File: src/rtl/exec_divider.sv
// exec_divider
//   Iterative radix-2 restoring divider for the execute stage (UDIV / SDIV).
//   One quotient bit per clock over WIDTH cycles, followed by a sign-fix
//   cycle and a one-cycle DONE. Divide-by-zero completes directly.
//   Ports:
//     clk, reset           rising-edge clock, synchronous active-high reset
//     start, op_signed     request (sampled only in IDLE) and signed select
//     dividend, divisor    operands, captured on an accepted start
//     flush                aborts any operation in flight (beats start/DONE)
//     busy, done           state != IDLE; one-cycle result-valid pulse
//     quotient, remainder  result, held until the next completed operation
//     stall_e              holds F/D/E while the divide is in progress
module exec_divider #(
  parameter int WIDTH = 32
) (
  input  logic             clk,
  input  logic             reset,
  input  logic             start,
  input  logic             op_signed,
  input  logic [WIDTH-1:0] dividend,
  input  logic [WIDTH-1:0] divisor,
  input  logic             flush,
  output logic             busy,
  output logic             done,
  output logic [WIDTH-1:0] quotient,
  output logic [WIDTH-1:0] remainder,
  output logic             stall_e
);

  localparam int CntW = $clog2(WIDTH) + 1;

  typedef enum logic [1:0] {Idle, Iter, Fix, Done} state_t;

  state_t           state, stateNext;
  logic [CntW-1:0]  count;
  logic [WIDTH-1:0] remWork, quoWork, dvsWork;
  logic             qNeg, rNeg;
  logic             accept;
  logic [WIDTH:0]   trial;

  // Two's-complement negate in WIDTH bits; |-2^(W-1)| stays exact as unsigned.
  function automatic logic [WIDTH-1:0] condNeg(input logic [WIDTH-1:0] v,
                                                input logic neg);
    return neg ? -v : v;
  endfunction

  assign accept = (state == Idle) && start && !flush;

  // Shift {rem,quo} left by one and trial-subtract; bit WIDTH is the borrow.
  assign trial = {remWork, quoWork[WIDTH-1]} - {1'b0, dvsWork};

  always_comb begin
    stateNext = state;
    busy      = (state != Idle);
    done      = (state == Done);
    stall_e   = accept || (state == Iter) || (state == Fix);
    unique case (state)
      Idle:    if (accept) stateNext = (divisor == '0) ? Done : Iter;
      Iter:    if (count == CntW'(WIDTH - 1)) stateNext = Fix;
      Fix:     stateNext = Done;
      Done:    stateNext = Idle;
      default: stateNext = Idle;
    endcase
    if (flush) stateNext = Idle;
  end

  always_ff @(posedge clk) begin
    if (reset) state <= Idle;
    else       state <= stateNext;
  end

  // Counter and architecturally visible results: cleared by reset.
  always_ff @(posedge clk) begin
    if (reset) begin
      count     <= '0;
      quotient  <= '0;
      remainder <= '0;
    end else begin
      if (accept) begin
        count <= '0;
        if (divisor == '0) begin
          quotient  <= '0;
          remainder <= dividend;
        end
      end else if (state == Iter && !flush) begin
        count <= count + CntW'(1);
      end
      if (state == Fix && !flush) begin
        quotient  <= condNeg(quoWork, qNeg);
        remainder <= condNeg(remWork, rNeg);
      end
    end
  end

  // Working datapath: always loaded on accept before use, so no reset.
  always_ff @(posedge clk) begin
    if (accept) begin
      quoWork <= condNeg(dividend, op_signed && dividend[WIDTH-1]);
      dvsWork <= condNeg(divisor, op_signed && divisor[WIDTH-1]);
      remWork <= '0;
      qNeg    <= op_signed && (dividend[WIDTH-1] ^ divisor[WIDTH-1]);
      rNeg    <= op_signed && dividend[WIDTH-1];
    end else if (state == Iter) begin
      if (!trial[WIDTH]) begin
        remWork <= trial[WIDTH-1:0];
        quoWork <= {quoWork[WIDTH-2:0], 1'b1};
      end else begin
        remWork <= {remWork[WIDTH-2:0], quoWork[WIDTH-1]};
        quoWork <= {quoWork[WIDTH-2:0], 1'b0};
      end
    end
  end

endmodule

File: config.mk
export PLATFORM = sky130hd
export DESIGN_NAME = exec_divider
export DESIGN_NICKNAME = d
export VERILOG_FILES = /design/src/rtl/exec_divider.sv
export SDC_FILE = /design/constraint.sdc
export NUM_CORES = 1
export LEC_CHECK = 0
export BUFFER_PORTS_ARGS = -buffer_cell sky130_fd_sc_hd__buf_2
export CAP_MARGIN = 20
export CORE_AREA = 3 3 112 221
export DETAILED_ROUTE_END_ITERATION = 10
export DIE_AREA = 0 0 115 224
export PLACE_DENSITY = 0.75
export RECOVER_POWER = 25
export SYNTH_ARGS = -nofsm -noshare
export SYNTH_HDL_FRONTEND = slang
export SYNTH_SLANG_ARGS = --single-unit
File: constraint.sdc
create_clock -name clk -period 9.4 [get_ports clk]
set_clock_uncertainty 0.15 [all_clocks]
set_input_delay 0.47 -clock clk [delete_from_list [all_inputs] [get_ports clk]]
set_output_delay 0.47 -clock clk [all_outputs]
set_load 0.05 [all_outputs]
==> reports/qor.txt <==
run status -> finished, final reports clean
critical path peak fanout -> 8
synthesized cell area -> 11500 um^2
post-synthesis cell type count -> 69
CTS Buf Count -> 17
Die Area -> 25800 um^2
CP max stage delay -> 660 ps
leading post-synthesis cells by cell area -> dfxtp_1 (18%), edfxtp_1 (17%), xnor2_1 (8.0%), nand2_1 (5.2%), a21oi_1 (4.8%)
share of the synthesized area in the top cell type -> 0.182
first-pass GRT wire length -> 48100 um
post-CTS setup repair buffer count -> 0
initial antenna violation count -> 3
MaxCap Viol Count -> 0
dpl cells -> 1712
multi-input logic area -> 6890 um^2
Bufs and invs on worst path -> 1
#FFs+latches synth -> 170
fin nets -> 1560
Crit. End Element -> flop
Hold-fix buffers, CTS -> 0
Main synth FF type -> dfxtp_1
hold path start -> flush
Crit path max-delay family -> compound AO/OA/AOI/OAI gates
startpoint types -> flop
Total GRT Usage -> 0.231
M1 wire length -> 10800 um
Met3 Wirelength -> 1220 um
drt pass-1 iters -> 5
vias per cell -> 5.82
Sequential Area -> 4060 um^2
per-cell routed wire length -> 17.0 um
RR Startpoint -> quoWork[31]$_DFFE_PP_
Setup violations, final -> 0
Reg2Reg Depth -> 12
register area share after synthesis -> 0.355
Clock Path Buffers -> 2
setup tns final -> 0 ps
Worst-Skew Late Latency -> 440 ps
Vias -> 10200
crit share post-route -> 0.413
clock sinks -> 170
cell mode on critical path -> a21oi_1
pin count of the biggest net entering global routing -> 70
EDFF count, synth -> 66
DP Wirelength -> 22700 um
Worst path slowest cell -> xor2_1
remaining antenna violation count -> 0
Syn Area/Cell -> 8.43 um^2
share of cells above drive strength 1 -> 0.136
gpl congestion -> 0.948
fmax -> 0.258 GHz
hold worst-path end -> state[1]$_SDFFE_PP0P_
area added between synthesis and finish -> 11.7%
vias in the first global route -> 9820
residual DRC count -> 0
post-synthesis cell count -> 1360
area leader, netlist -> dfxtp_1
worst hold slack -> 158 ps
PostCTS Resize Cnt -> 0
Fin. Hold Viols -> 0
syn_nets -> 1471
Synth warnings -> 0
Core ar. -> 23300 um^2
power density over the cells -> 192 nW/um^2
CTS tree -> yes
peak supply drop -> 133 uV
I/O pin count -> 136
R2R Path End -> remWork[0]$_SDFFE_PP0P_
Die Ht -> 224 um
Non-Filler Instances -> 1748
Worst Hold Depth -> 2
Rows -> 79
Clock Pin Slew Worst Setup and Hold Paths -> 70 ps
FILL cells -> 2215
total grt overflow -> 0
critical path class -> flop to flop
Core Util, Final -> 0.549
Worst-Margin Slew -> 1050 ps
final wirelength -> 29600 um
CTS root buffer -> clkbuf_16
met2 routed WL -> 16300 um
RSZ-0062 raised after global routing -> false
Critical Path RT -> 9630 ps
minimum clock period -> 3880 ps
max-slew violations -> 0
Worst slew margin -> 0.292
Initial Utilization -> 0.491
worst hold-check path type -> input port to flop
FF-to-FF setup slack -> 5520 ps
H-tree depth -> 4
top layer in use -> met4
port bufs -> 135
crit path cell chain -> inv_1 > ha_1 > fa_1 > nor2b_1 > o2111ai_1 > a21oi_1 > o211ai_1 > a21oi_1 > o21ai_1 > xor2_1 > mux2_2 > a21oi_1
Pleak -> 0.00473 uW
worst path arrival time -> 4110 ps
Async SR Flop Fraction -> 0
Die W -> 115 um
initial drt markers -> 636
-- cells by family after synthesis --
family | Yosys count | synth area share
adder cells (fa/ha/maj) | 42 | 0.0465
AND/OR/NAND/NOR | 468 | 0.199
buffers and inverters | 136 | 0.0467
XOR/XNOR | 147 | 0.113
flip-flops | 170 | 0.355
AO/OA/AOI/OAI | 369 | 0.216
multiplexers | 28 | 0.0247
-- worst register-to-register path, stage by stage, from the launching register on --
cell	delay [ps]
edfxtp_1	370
inv_1	80
ha_1	230
fa_1	400
nor2b_1	160
o2111ai_1	230
a21oi_1	280
o211ai_1	160
a21oi_1	280
o21ai_1	270
xor2_1	660
mux2_2	410
a21oi_1	130
-- cells in the mapped netlist (11+ instances only) --
master,count
and3_1,15
nor2_1,107
nand3_1,44
clkbuf_1,68
nor3_1,20
ha_1,41
mux2i_1,26
nand2_1,159
a21o_1,13
o41ai_1,12
a311oi_2,30
inv_1,59
o31ai_1,23
dfxtp_1,104
a21oi_1,110
a31oi_1,14
nand2_2,31
xnor2_1,105
nor4_1,11
or3_1,16
edfxtp_1,66
o21ai_0,108
xor2_1,41
-- worst max-delay path by stage --
stage,startpoint,end,slack [ps],cells after the start
floorplan,state[0]$_SDFFE_PP0P_,stall_e,6140,7
global placement,quoWork[31]$_DFFE_PP_,remWork[16]$_SDFFE_PP0P_,5440,12
detailed placement,quoWork[31]$_DFFE_PP_,remWork[19]$_SDFFE_PP0P_,5370,12
CTS,quoWork[31]$_DFFE_PP_,remWork[2]$_SDFFE_PP0P_,5330,12
global route,quoWork[31]$_DFFE_PP_,remWork[0]$_SDFFE_PP0P_,5360,12
finish,quoWork[31]$_DFFE_PP_,remWork[0]$_SDFFE_PP0P_,5520,12
-- state kept, by name, summed over array words and instances, names as in the netlist --
name,flops
dvsWork,32
remainder,32
count,6
rNeg,1
qNeg,1
state,2
remWork,32
quotient,32
quoWork,32
-- area by class of cell --
type	instances	area share
clock buffer	18	0.0335
inverter	59	0.0173
multi-input combinational	1054	0.538
timing repair buffer	147	0.0544
clock inverter	14	0.0114
tap	283	0.0277
antenna	3	0.000586
sequential	170	0.317
-- through the flow --
stage	instance area (um^2)	setup WS, ps	total power (uW)
floorplan	11500	6140	1560
global placement	12300	5440	1740
detailed placement	12300	5370	1760
CTS	12900	5330	2450
global route	12800	5360	2590
finish	12800	5520	2450
-- cells in the final DEF, fill, tap and decap left out, types with 13 or more instances in the layout --
| master | netlist | final |
|---|---|---|
| nand2_1 | 159 | 158 |
| a21oi_1 | 110 | 110 |
| o21ai_0 | 108 | 108 |
| nor2_1 | 107 | 107 |
| xnor2_1 | 105 | 105 |
| dfxtp_1 | 104 | 104 |
| buf_2 | 2 | 70 |
| clkbuf_1 | 68 | 66 |
| edfxtp_1 | 66 | 66 |
| inv_1 | 59 | 58 |
| nand3_1 | 44 | 44 |
| xor2_1 | 41 | 41 |
| ha_1 | 41 | 40 |
| nand2_2 | 31 | 32 |
| a311oi_2 | 30 | 30 |
| mux2i_1 | 26 | 26 |
| o31ai_1 | 23 | 23 |
| nor3_1 | 20 | 20 |
| clkbuf_16 | 0 | 17 |
| or3_1 | 16 | 16 |
| and3_1 | 15 | 15 |
| a31oi_1 | 14 | 14 |
| a21o_1 | 13 | 13 |
-- report_power, final --
| group | total (uW) | switching, uW | internal (uW) | leakage (uW) |
|---|---|---|---|---|
| Combinational | 802 | 473 | 329 | 0.00299 |
| Clock | 700 | 308 | 392 | 0.000275 |
| Sequential | 950 | 103 | 848 | 0.00147 |
-- layer usage --
| metal | GRT usage | vias to the layer above |
|---|---|---|
| li1 | - | 5042 |
| met1 | 0.236 | 4773 |
| met2 | 0.435 | 283 |
| met3 | 0.0414 | 74 |
| met4 | 0.116 | 0 |
| met5 | 0 | - |
(Power assumes the default switching activity.)
